$ cat src/rtl/lfsr_stream_cracker.sv
// lfsr_stream_cracker
//   Recovers the LFSR seed and tap pattern of an encrypted byte stream from
//   its PAD_CHAR preamble (all NUM_PTRN candidates checked in parallel), then
//   decrypts the remainder, strips leading PAD_CHAR bytes and emits plaintext
//   over valid/ready.
//
// Ports
//   clk, init_n            clock, async active-low reset
//   start, abort           begin message (from IDLE) / sync return to IDLE
//   in_data/valid/last     encrypted byte stream, in_ready back-pressures it
//   out_data/valid/last    plaintext stream, out_ready from the sink
//   busy, done             not-IDLE, one-cycle end-of-message pulse
//   found, err             sticky status until next start/abort/reset
//   ptrn_idx, seed         identified tap pattern and initial LFSR state

// One candidate tap pattern: next LFSR state and preamble match for this byte.
module lfsr_stream_cracker_lane #(
  parameter int                DATA_W   = 8,
  parameter int                LFSR_W   = 6,
  parameter logic [LFSR_W-1:0] PTRN     = '0,
  parameter logic [DATA_W-1:0] PAD_CHAR = 8'h5F
) (
  input  logic [LFSR_W-1:0] state_i,
  input  logic [DATA_W-1:0] data_i,
  output logic [LFSR_W-1:0] nxt_o,
  output logic              match_o
);
  assign nxt_o   = {state_i[LFSR_W-2:0], ^(state_i & PTRN)};
  // keystream is the zero-extended state
  assign match_o = ((data_i ^ DATA_W'(nxt_o)) == PAD_CHAR);
endmodule

module lfsr_stream_cracker #(
  parameter int                         DATA_W    = 8,
  parameter int                         LFSR_W    = 6,
  parameter int                         NUM_PTRN  = 6,
  parameter logic [NUM_PTRN*LFSR_W-1:0] PTRN_LIST = {6'h39, 6'h36, 6'h33, 6'h30, 6'h2D, 6'h21},
  parameter logic [DATA_W-1:0]          PAD_CHAR  = 8'h5F,
  parameter int                         PRE_CHK   = 6,
  parameter int                         MAX_LEN   = 64
) (
  input  logic                        clk,
  input  logic                        init_n,
  input  logic                        start,
  input  logic                        abort,
  input  logic [DATA_W-1:0]           in_data,
  input  logic                        in_valid,
  input  logic                        in_last,
  output logic                        in_ready,
  output logic [DATA_W-1:0]           out_data,
  output logic                        out_valid,
  output logic                        out_last,
  input  logic                        out_ready,
  output logic                        busy,
  output logic                        done,
  output logic                        found,
  output logic                        err,
  output logic [$clog2(NUM_PTRN)-1:0] ptrn_idx,
  output logic [LFSR_W-1:0]           seed
);
  localparam int IDX_W = $clog2(NUM_PTRN);
  localparam int CNT_W = $clog2(MAX_LEN + 1);

  typedef enum logic [2:0] {S_IDLE, S_PRE, S_DECRYPT, S_FLUSH, S_DRAIN} state_e;

  state_e                          state_q;
  logic [CNT_W-1:0]                cnt_q, cnt_d;
  logic [NUM_PTRN-1:0][LFSR_W-1:0] lfsr_q, lfsr_nxt;
  logic [NUM_PTRN-1:0]             alive_q, alive_d, lane_match;
  logic [LFSR_W-1:0]               seed_c, seed_c_q, seed_q, key_sel;
  logic [IDX_W-1:0]                ptrn_idx_q, sel_idx;
  logic                            any_alive, byte0_ok, strip_q, is_last, accept, drop;
  logic [DATA_W-1:0]               pt, out_data_q;
  logic                            out_valid_q, out_last_q, done_q, found_q, err_q;

  for (genvar p = 0; p < NUM_PTRN; p++) begin : g_lane
    lfsr_stream_cracker_lane #(
      .DATA_W  (DATA_W),
      .LFSR_W  (LFSR_W),
      .PTRN    (PTRN_LIST[p*LFSR_W +: LFSR_W]),
      .PAD_CHAR(PAD_CHAR)
    ) u_lane (
      .state_i(lfsr_q[p]),
      .data_i (in_data),
      .nxt_o  (lfsr_nxt[p]),
      .match_o(lane_match[p])
    );
  end

  // Byte 0 fixes the seed's low bits; only the upper bits can disqualify it.
  assign seed_c   = in_data[LFSR_W-1:0] ^ PAD_CHAR[LFSR_W-1:0];
  assign byte0_ok = ((in_data ^ DATA_W'(seed_c)) == PAD_CHAR);
  assign alive_d  = (cnt_q == '0) ? {NUM_PTRN{byte0_ok}} : (alive_q & lane_match);

  // Lowest surviving pattern wins.
  always_comb begin
    sel_idx   = '0;
    any_alive = 1'b0;
    for (int p = NUM_PTRN - 1; p >= 0; p--) begin
      if (alive_d[p]) begin
        sel_idx   = IDX_W'(p);
        any_alive = 1'b1;
      end
    end
  end

  always_comb begin
    key_sel = '0;
    for (int p = 0; p < NUM_PTRN; p++)
      if (IDX_W'(p) == ptrn_idx_q) key_sel = lfsr_nxt[p];
  end

  assign pt      = in_data ^ DATA_W'(key_sel);
  assign drop    = strip_q && (pt == PAD_CHAR);
  // Reaching MAX_LEN ends the message exactly like in_last.
  assign is_last = in_last || (cnt_q >= CNT_W'(MAX_LEN - 1));
  assign cnt_d   = (cnt_q == CNT_W'(MAX_LEN)) ? cnt_q : cnt_q + 1'b1;

  // abort gates acceptance so no byte is consumed on the abort cycle.
  always_comb begin
    in_ready = 1'b0;
    if (!abort) begin
      case (state_q)
        S_PRE, S_DRAIN: in_ready = 1'b1;
        S_DECRYPT:      in_ready = !out_valid_q || out_ready;
        default:        in_ready = 1'b0;
      endcase
    end
  end
  assign accept = in_valid && in_ready;

  always_ff @(posedge clk or negedge init_n) begin
    if (!init_n) begin
      state_q     <= S_IDLE;
      cnt_q       <= '0;
      lfsr_q      <= '0;
      alive_q     <= '0;
      seed_c_q    <= '0;
      seed_q      <= '0;
      ptrn_idx_q  <= '0;
      strip_q     <= 1'b0;
      out_data_q  <= '0;
      out_valid_q <= 1'b0;
      out_last_q  <= 1'b0;
      done_q      <= 1'b0;
      found_q     <= 1'b0;
      err_q       <= 1'b0;
    end else begin
      done_q <= 1'b0;
      if (out_valid_q && out_ready) begin
        out_valid_q <= 1'b0;
        out_last_q  <= 1'b0;
      end
      if (abort) begin
        state_q     <= S_IDLE;
        out_valid_q <= 1'b0;
        out_last_q  <= 1'b0;
        found_q     <= 1'b0;
        err_q       <= 1'b0;
      end else begin
        case (state_q)
          S_IDLE: if (start) begin
            found_q    <= 1'b0;
            err_q      <= 1'b0;
            ptrn_idx_q <= '0;
            seed_q     <= '0;
            cnt_q      <= '0;
            alive_q    <= '0;
            strip_q    <= 1'b1;
            state_q    <= S_PRE;
          end
          S_PRE: if (accept) begin
            cnt_q   <= cnt_d;
            alive_q <= alive_d;
            for (int p = 0; p < NUM_PTRN; p++)
              lfsr_q[p] <= (cnt_q == '0) ? seed_c : lfsr_nxt[p];
            if (cnt_q == '0) seed_c_q <= seed_c;
            if (is_last) begin
              err_q   <= 1'b1;
              done_q  <= 1'b1;
              state_q <= S_IDLE;
            end else if (cnt_q == CNT_W'(PRE_CHK - 1)) begin
              if (any_alive) begin
                found_q    <= 1'b1;
                ptrn_idx_q <= sel_idx;
                seed_q     <= seed_c_q;
                state_q    <= S_DECRYPT;
              end else begin
                err_q   <= 1'b1;
                state_q <= S_DRAIN;
              end
            end
          end
          S_DECRYPT: if (accept) begin
            cnt_q  <= cnt_d;
            lfsr_q <= lfsr_nxt;
            if (!drop) begin
              strip_q     <= 1'b0;
              out_data_q  <= pt;
              out_valid_q <= 1'b1;
              out_last_q  <= is_last;
            end
            if (is_last) state_q <= S_FLUSH;
          end
          // Hold off done until the final plaintext byte has left.
          S_FLUSH: if (!out_valid_q) begin
            done_q  <= 1'b1;
            state_q <= S_IDLE;
          end
          S_DRAIN: if (accept) begin
            cnt_q <= cnt_d;
            if (is_last) begin
              done_q  <= 1'b1;
              state_q <= S_IDLE;
            end
          end
          default: state_q <= S_IDLE;
        endcase
      end
    end
  end

  assign out_data  = out_data_q;
  assign out_valid = out_valid_q;
  assign out_last  = out_last_q;
  assign busy      = (state_q != S_IDLE);
  assign done      = done_q;
  assign found     = found_q;
  assign err       = err_q;
  assign ptrn_idx  = ptrn_idx_q;
  assign seed      = seed_q;

endmodule
$ cat config.mk
export PLATFORM = sky130hd
export DESIGN_NAME = lfsr_stream_cracker
export DESIGN_NICKNAME = d
export VERILOG_FILES = /design/src/rtl/lfsr_stream_cracker.sv
export SDC_FILE = /design/constraint.sdc
export NUM_CORES = 1
export LEC_CHECK = 0
export BUFFER_PORTS_ARGS = -buffer_cell sky130_fd_sc_hd__buf_2
export CAP_MARGIN = 5
export CORE_MARGIN = 2
export CORE_UTILIZATION = 31
export CTS_BUF_LIST = sky130_fd_sc_hd__clkbuf_4
export DETAILED_ROUTE_END_ITERATION = 7
export GPL_TIMING_DRIVEN = 0
export SYNTH_ARGS = -nofsm -noshare
export SYNTH_HDL_FRONTEND = slang
export SYNTH_SLANG_ARGS = --single-unit
$ cat constraint.sdc
create_clock -name clk -period 4.95 [get_ports clk]
set_input_delay 0.495 -clock clk [delete_from_list [all_inputs] [get_ports clk]]
set_output_delay 0.495 -clock clk [all_outputs]
set_load 0.01 [all_outputs]
[Word level (Yosys, flattened, before mapping)]
Index checks and enable logic that the tools add are counted.
Operators by class
  add/subtract/negate cells: 1
  order comparisons: 1
  equal/unequal tests: 40
  muxes and demuxes: 92
  bitwise logic cells: 12
  reductions and logical operators: 33
Operator list (number)
  6-bit two-way mux: 19
  36-bit two-way mux: 2
  36-bit case mux with 2 select lines: 1
  3-bit two-way mux: 22
  8-bit by 7-bit equality test with 1-bit output, second input constant: 8
  8-bit by 6-bit bitwise XOR with 8-bit output: 8
  6-bit XOR reduction: 6
  1-bit two-way mux: 35
  3-bit != test, second input constant: 10
  6-bit case mux with 2 select lines: 2
  7-bit two-way mux: 3
  2-bit != test, second input constant: 8
  4-bit AND reduction: 4
  3-bit case mux with 5 select lines: 1
  5-bit AND reduction: 3
  7-bit case mux with 2 select lines: 1
  1-bit case mux with 2 select lines: 5
  4-bit != test, second input constant: 2
  8-bit AND reduction: 1
  2-bit nonzero test: 4
  7-bit by 1-bit adder with 7-bit output, second input constant: 1
  7-bit by 3-bit equality test with 1-bit output, second input constant: 1
  7-bit equality test, second input constant: 1
  7-bit by 6-bit >= comparator with 1-bit output, second input constant: 1
  other kinds (21): 30
Word-level totals
  register bits: 81
  input port bits: 15
  output and inout port bits: 24
  word-level logic and storage cells: 198

[Logic depth before layout (Yosys ltp)]
  word-level depth: 17
  mapped depth: 10
  mapped depth without buffers: 9

[Cells and area by module]
Synthesis repeated with hierarchy kept, for this count alone.
Unflattened totals
  cells, all modules: 567
  area, all modules: 5165.0 µm²
Modules (own cells, without submodules)
  lfsr_stream_cracker: instances 1, cells an instance 467, area each 4255.3 µm², seq. area each 2026.9 µm²
  lfsr_stream_cracker_lane at g_lane[1].u_lane ...: instances 3, cells an instance 17, area each 162.7 µm², seq. area each 0.0 µm²
  lfsr_stream_cracker_lane at g_lane[0].u_lane ...: instances 2, cells an instance 15, area each 130.1 µm², seq. area each 0.0 µm²
  lfsr_stream_cracker_lane at g_lane[5].u_lane: instances 1, cells an instance 19, area each 161.4 µm², seq. area each 0.0 µm²

[Worst setup path before layout]
OpenSTA, ideal clock, no wires.
  kind: register to register
  start point: register cnt_q[0]
  end point: register ptrn_idx_q[0], in the netlist ptrn_idx[0]
  setup time: 0.125 ns
  data arrival time: 2.221 ns
  data required time: 4.825 ns
  setup slack: 2.604 ns
  stages on the path, launching flop included: 10
  path buffers: 0
  clock period less this slack: 2.346 ns
  cells stage by stage: dfrtp_1 inv_1 ha_1 or3b_1 o21ai_1 nor4_2 nor3b_1 o2bb2ai_4 nor2_8 mux2_4
Between the ends
  cells in the longest elaborated chain, start to end: 13
  elaborated cells on any way between the ends: 26
Ends and longest elaborated chain
  from (decl): RTL line 67  | logic [CNT_W-1:0] cnt_q, cnt_d;
  from (signal assigned): RTL line 173  | cnt_q <= cnt_d;
  from (signal assigned): RTL line 195  | cnt_q <= cnt_d;
  from (signal assigned): RTL line 211  | cnt_q <= cnt_d;
  7-bit zero test: RTL line 93  | assign alive_d = (cnt_q == '0) ? {NUM_PTRN{byte0_ok}} : (alive_q & lane_match);
  6-bit two-way mux: RTL line 93
  3-bit two-way mux (6 in series): RTL line 100  | if (alive_d[p]) begin
  3-bit two-way mux: RTL line 183  | if (any_alive) begin
  3-bit two-way mux: RTL line 182  | end else if (cnt_q == CNT_W'(PRE_CHK - 1)) begin
  3-bit two-way mux: RTL line 178  | if (is_last) begin
  3-bit two-way mux: RTL line 172  | S_PRE: if (accept) begin
  3-bit case mux with 2 select lines: RTL line 161  | case (state_q)
  to (signal assigned): RTL line 185  | ptrn_idx_q <= sel_idx;
  to (decl): RTL line 71  | logic [IDX_W-1:0] ptrn_idx_q, sel_idx;
Parallel ways exist; a longest one is shown, timed or not. The select of a mux whose other input is x is not followed.
A chain may end at the register's enable or synchronous reset.

[Final worst setup path]
  start point: register cnt_q[0]
  end point: register lfsr_q[26] (netlist bit)
Between the ends
  cells in the longest elaborated chain, start to end: 4
Ends and longest elaborated chain
  7-bit zero test: RTL line 176  | lfsr_q[p] <= (cnt_q == '0) ? seed_c : lfsr_nxt[p];
  6-bit two-way mux: RTL line 176
  36-bit two-way mux: RTL line 172
  36-bit case mux with 2 select lines: RTL line 161
  to (signal, indexed assignment): RTL line 176
  to (signal assigned): RTL line 196  | lfsr_q <= lfsr_nxt;
  to (decl): RTL line 68  | logic [NUM_PTRN-1:0][LFSR_W-1:0] lfsr_q, lfsr_nxt;
Every way passes these cells. The select of a mux whose other input is x is not followed.

==> PnR_summary.wiki <==
{| class="wikitable"
! Metric !! Value
|-
| Part of the power in registers || 0.381
|-
| F_max || 333 MHz
|-
| Global routing usage summed across all routing layers || 0.166
|-
| Headroom to the max-slew limit || 0.476
|-
| Final Hold Fails || 8
|-
| Post-CTS sizing || 0
|-
| Power density over the cells || approximately 550 nW/um2
|-
| DRC || 0
|-
| Total clock sinks || 81
|-
| Final TNS setup || 0 ns
|-
| Die height || 131 um
|-
| Fin nets || between 500 and 600
|-
| Netlist area before placement || 4960 um2
|-
| Worst hold-check path type || in2async
|-
| Final worst-path cycle share || 0.607
|-
| Number of flops mapped to enable cells by yosys || 0
|-
| Max Cap Viol || 0
|-
| Switching fraction of total power || 0.446
|-
| Register area || roughly 2000 um2
|-
| Number of cell rows || 46
|-
| Placed Instances || a little under 800
|-
| Clock tree root driver cell || sky130_fd_sc_hd__clkbuf_4
|-
| Clock power frac || 0.147
|-
| Final estimated routing congestion in global placement || approximately 0.9
|-
| PnR Total Power || slightly above 3 mW
|-
| Area of combinational cells with multiple inputs || between 2000 and 3000 um2
|-
| Area of the core || 15,800 um2
|-
| Layout filler cell count || roughly 1,600
|-
| Worst Setup End Kind || register
|-
| Die area || roughly 17,000 um2
|-
| Overall via count from detail_route || between 4,000 and 5,000
|-
| Share of layout cells above drive strength 1 || 0.158
|-
| Total inserted antenna cells || 0
|-
| TritonRoute pass-1 iters || 5
|-
| Reg clk slew, reported paths || roughly 0.14 ns
|-
| Syn_area_per_cell || around 9.3 um2
|-
| Synthesized flop and latch total || 81
|-
| Number of synthesis warnings || 0
|-
| Worst Tran Pin Value || ~0.78 ns
|-
| Critical Path RT || 5.34 ns
|-
| Arrival @ worst endpoint || approximately 3.4 ns
|-
| Switching power total || 1.38 mW
|-
| Prevailing post-synth register cell || sky130_fd_sc_hd__dfrtp_1
|-
| TritonCTS clock tree || done
|-
| Source-to-sink clock delay at the later pin of the worst-skew pair || 0.47 ns
|-
| Starting Density || 0.315
|-
| WHS || -0.0134 ns
|-
| Total number of H-tree levels || 3
|-
| IR Drop Worst-Case VDD || around 0.17 mV
|-
| Clock tree buffer depth || 2
|-
| Initial antenna violation count || 0
|-
| Fin Clk Skew || 0.0251 ns
|-
| Layout Area Growth over Synthesis || 12.4%
|-
| DR WL/cell || between 15 and 20 um
|-
| Gate count of the mapped netlist || 533
|-
| Int Power || about 1.7 mW
|-
| Count of antenna-violating nets left after detailed routing || 0
|-
| Synth Net Count || approximately 550
|-
| Violations in the final reports || hold timing
|-
| Share of the yosys chip area belonging to registers || 0.409
|-
| Vias per cell || 5.28
|-
| Count of cell types in the netlist || 69
|-
| Asr flop ratio synth || 1.00
|-
| I/O pin cnt || 39
|-
| Number of endpoints failing setup at the final stage || 0
|-
| Result of the run || complete, but fails checks
|-
| Number of standard cells in the final layout excluding fillers || 798
|-
| Setup repair after global routing missed its margin || no
|-
| Chip width || 131 um
|-
| Leakage || 2.44 nW
|-
| Kind of start point of the critical path || register
|-
| Aggregate routed wire length || 13.6 mm
|-
| Total CTS buffers || 9
|-
| Critical path start-end classification || reg2reg
|-
| Number of global-route vias before repair || ~4,100
|-
| Pin count of the biggest net entering global routing || 42
|-
| Fraction of power consumed by combinational cells || 0.472
|-
| Half-perimeter wire length after placement || roughly 10 mm
|-
| Time the worst path needs with I/O delays and setup || about 3.0 ns
|-
| Remaining global-route overflow || 0
|-
| Number of hold buffers added after cts || 0
|-
| # Post-CTS Setup Buffers || 0
|-
| Number of buffers added on ports || 32
|-
| Crit Path Max Fanout || 10
|-
| Number of slew-limit violations in the final report || 0
|-
| 1st-iter DRT viols || 288
|-
| Global-route wire length before repair || between 20 and 25 mm
|}
==> synth_stat cells (10+ instances only) <==
| cell type | count | share of area |
|---|---|---|
| sky130_fd_sc_hd__xor2_1 | 28 | 0.049 |
| sky130_fd_sc_hd__mux2i_1 | 12 | 0.024 |
| sky130_fd_sc_hd__buf_2 | 10 | 0.010 |
| sky130_fd_sc_hd__clkbuf_1 | 17 | 0.013 |
| sky130_fd_sc_hd__nand3_1 | 14 | 0.014 |
| sky130_fd_sc_hd__a21oi_1 | 41 | 0.041 |
| sky130_fd_sc_hd__nor3_1 | 13 | 0.013 |
| sky130_fd_sc_hd__nor2_1 | 29 | 0.022 |
| sky130_fd_sc_hd__nand2b_1 | 11 | 0.014 |
| sky130_fd_sc_hd__o21ai_1 | 10 | 0.010 |
| sky130_fd_sc_hd__o21ai_0 | 46 | 0.046 |
| sky130_fd_sc_hd__nand2_1 | 69 | 0.052 |
| sky130_fd_sc_hd__dfrtp_1 | 81 | 0.41 |
| sky130_fd_sc_hd__inv_1 | 10 | 0.0076 |
| sky130_fd_sc_hd__xnor2_1 | 23 | 0.041 |
==> routing by layer <==
layer | wire length, um | part of all wire | global-route usage
met5 | 0 | 0 | 0
met2 | 6510 | 0.48 | 0.273
met3 | 598 | 0.044 | 0.0305
met1 | 6230 | 0.46 | 0.224
met4 | 267 | 0.020 | 0.0513
==> cells in the final DEF, fill, tap and decap left out, drive strengths merged, types with 3 or more instances in the layout <==
| cell type | instances |
|---|---|
| nand2 | 69 |
| nor3 | 13 |
| mux2 | 8 |
| xnor3 | 4 |
| or3 | 5 |
| nor3b | 3 |
| ha | 3 |
| o31ai | 5 |
| nand2b | 11 |
| and3 | 4 |
| a21o | 5 |
| xor2 | 28 |
| dfrtp | 81 |
| a211oi | 10 |
| nor2 | 31 |
| nand4 | 7 |
| inv | 11 |
| nor4 | 7 |
| buf | 48 |
| a21oi | 42 |
| a31oi | 5 |
| and2 | 3 |
| o22a | 3 |
| mux2i | 12 |
| o21ai | 56 |
| nand3 | 14 |
| xnor2 | 26 |
| clkinv | 5 |
| clkbuf | 26 |
==> registers in the layout, indices dropped and copies added, names as in the netlist <==
| register | flops |
|---|---|
| alive_q | 6 |
| cnt_q | 7 |
| done | 1 |
| err | 1 |
| found | 1 |
| lfsr_q | 36 |
| out_data | 8 |
| out_last | 1 |
| out_valid | 1 |
| ptrn_idx | 3 |
| seed | 6 |
| seed_c_q | 6 |
| state_q | 3 |
| strip_q | 1 |
==> worst paths after layout <==
path                                   startpoint                       to  cells after the start  slack, ns
setup / recovery             cnt_q[0]$_DFFE_PN0P_   lfsr_q[26]$_DFFE_PN0P_                      9       1.95
min in group clk                       in_data[6]  out_data[6]$_DFFE_PN0P_                      2       0.27
max in group asynchronous                  init_n        found$_DFFE_PN0P_                      2       4.34
hold reg to reg            alive_q[5]$_DFFE_PN0P_   alive_q[5]$_DFFE_PN0P_                      2       0.48
setup reg to reg             cnt_q[0]$_DFFE_PN0P_   lfsr_q[26]$_DFFE_PN0P_                      9       1.95
hold / removal                             init_n    lfsr_q[8]$_DFFE_PN0P_                      1      -0.01
==> final cells by class <==
cell class,instances,share of cell area
Multi-Input combinational cell,409,0.491
Sequential cell,81,0.363
Tap cell,216,0.0485
Timing Repair Buffer,33,0.0328
Buffer,32,0.0278
Clock inverter,7,0.0171
Clock buffer,9,0.0121
Inverter,11,0.00740
==> critical path, cell delays in order (launching register included) <==
cell                       delay, ns
sky130_fd_sc_hd__dfrtp_1        0.46
sky130_fd_sc_hd__inv_1          0.10
sky130_fd_sc_hd__ha_1           0.17
sky130_fd_sc_hd__or3b_1         0.42
sky130_fd_sc_hd__nor2_1         0.55
sky130_fd_sc_hd__nand2_1        0.18
sky130_fd_sc_hd__clkbuf_1       0.25
sky130_fd_sc_hd__nor2_1         0.53
sky130_fd_sc_hd__a21oi_1        0.09
sky130_fd_sc_hd__o21ai_0        0.17
==> kinds of logic after synthesis <==
group,count (synthesis),share of synthesized area
AOI/OAI and AO/OA,147,0.186
xor gates and xnor gates,58,0.118
adders and majority gates,3,0.00757
buffers and inverters,43,0.0396
DFF,81,0.409
muxes,22,0.0567
and+or+nand+nor,179,0.183
==> per-stage QoR <==
step	hold WS, ns	worst slack (ns)	utilization	area, um2
global placement	0.462	2.10	0.342	5390
global route	0.00972	1.64	0.354	5580
floorplan	0.199	2.60	-	4960
finish	-0.0134	1.95	0.354	5580
detailed placement	0.456	2.04	0.343	5410
CTS	0.00856	1.98	0.354	5580
==> power groups by stage <==
stage                     sequential [mW]  combinational, mW  clock, mW
after global routing                 1.20               1.62      0.495
after CTS                            1.17               1.46      0.464
final                                1.18               1.46      0.455
after floorplan                      1.09               1.10          0
after detailed placement             1.18               1.45          0
after global placement               1.17               1.43          0
(Power assumes the default switching activity.)
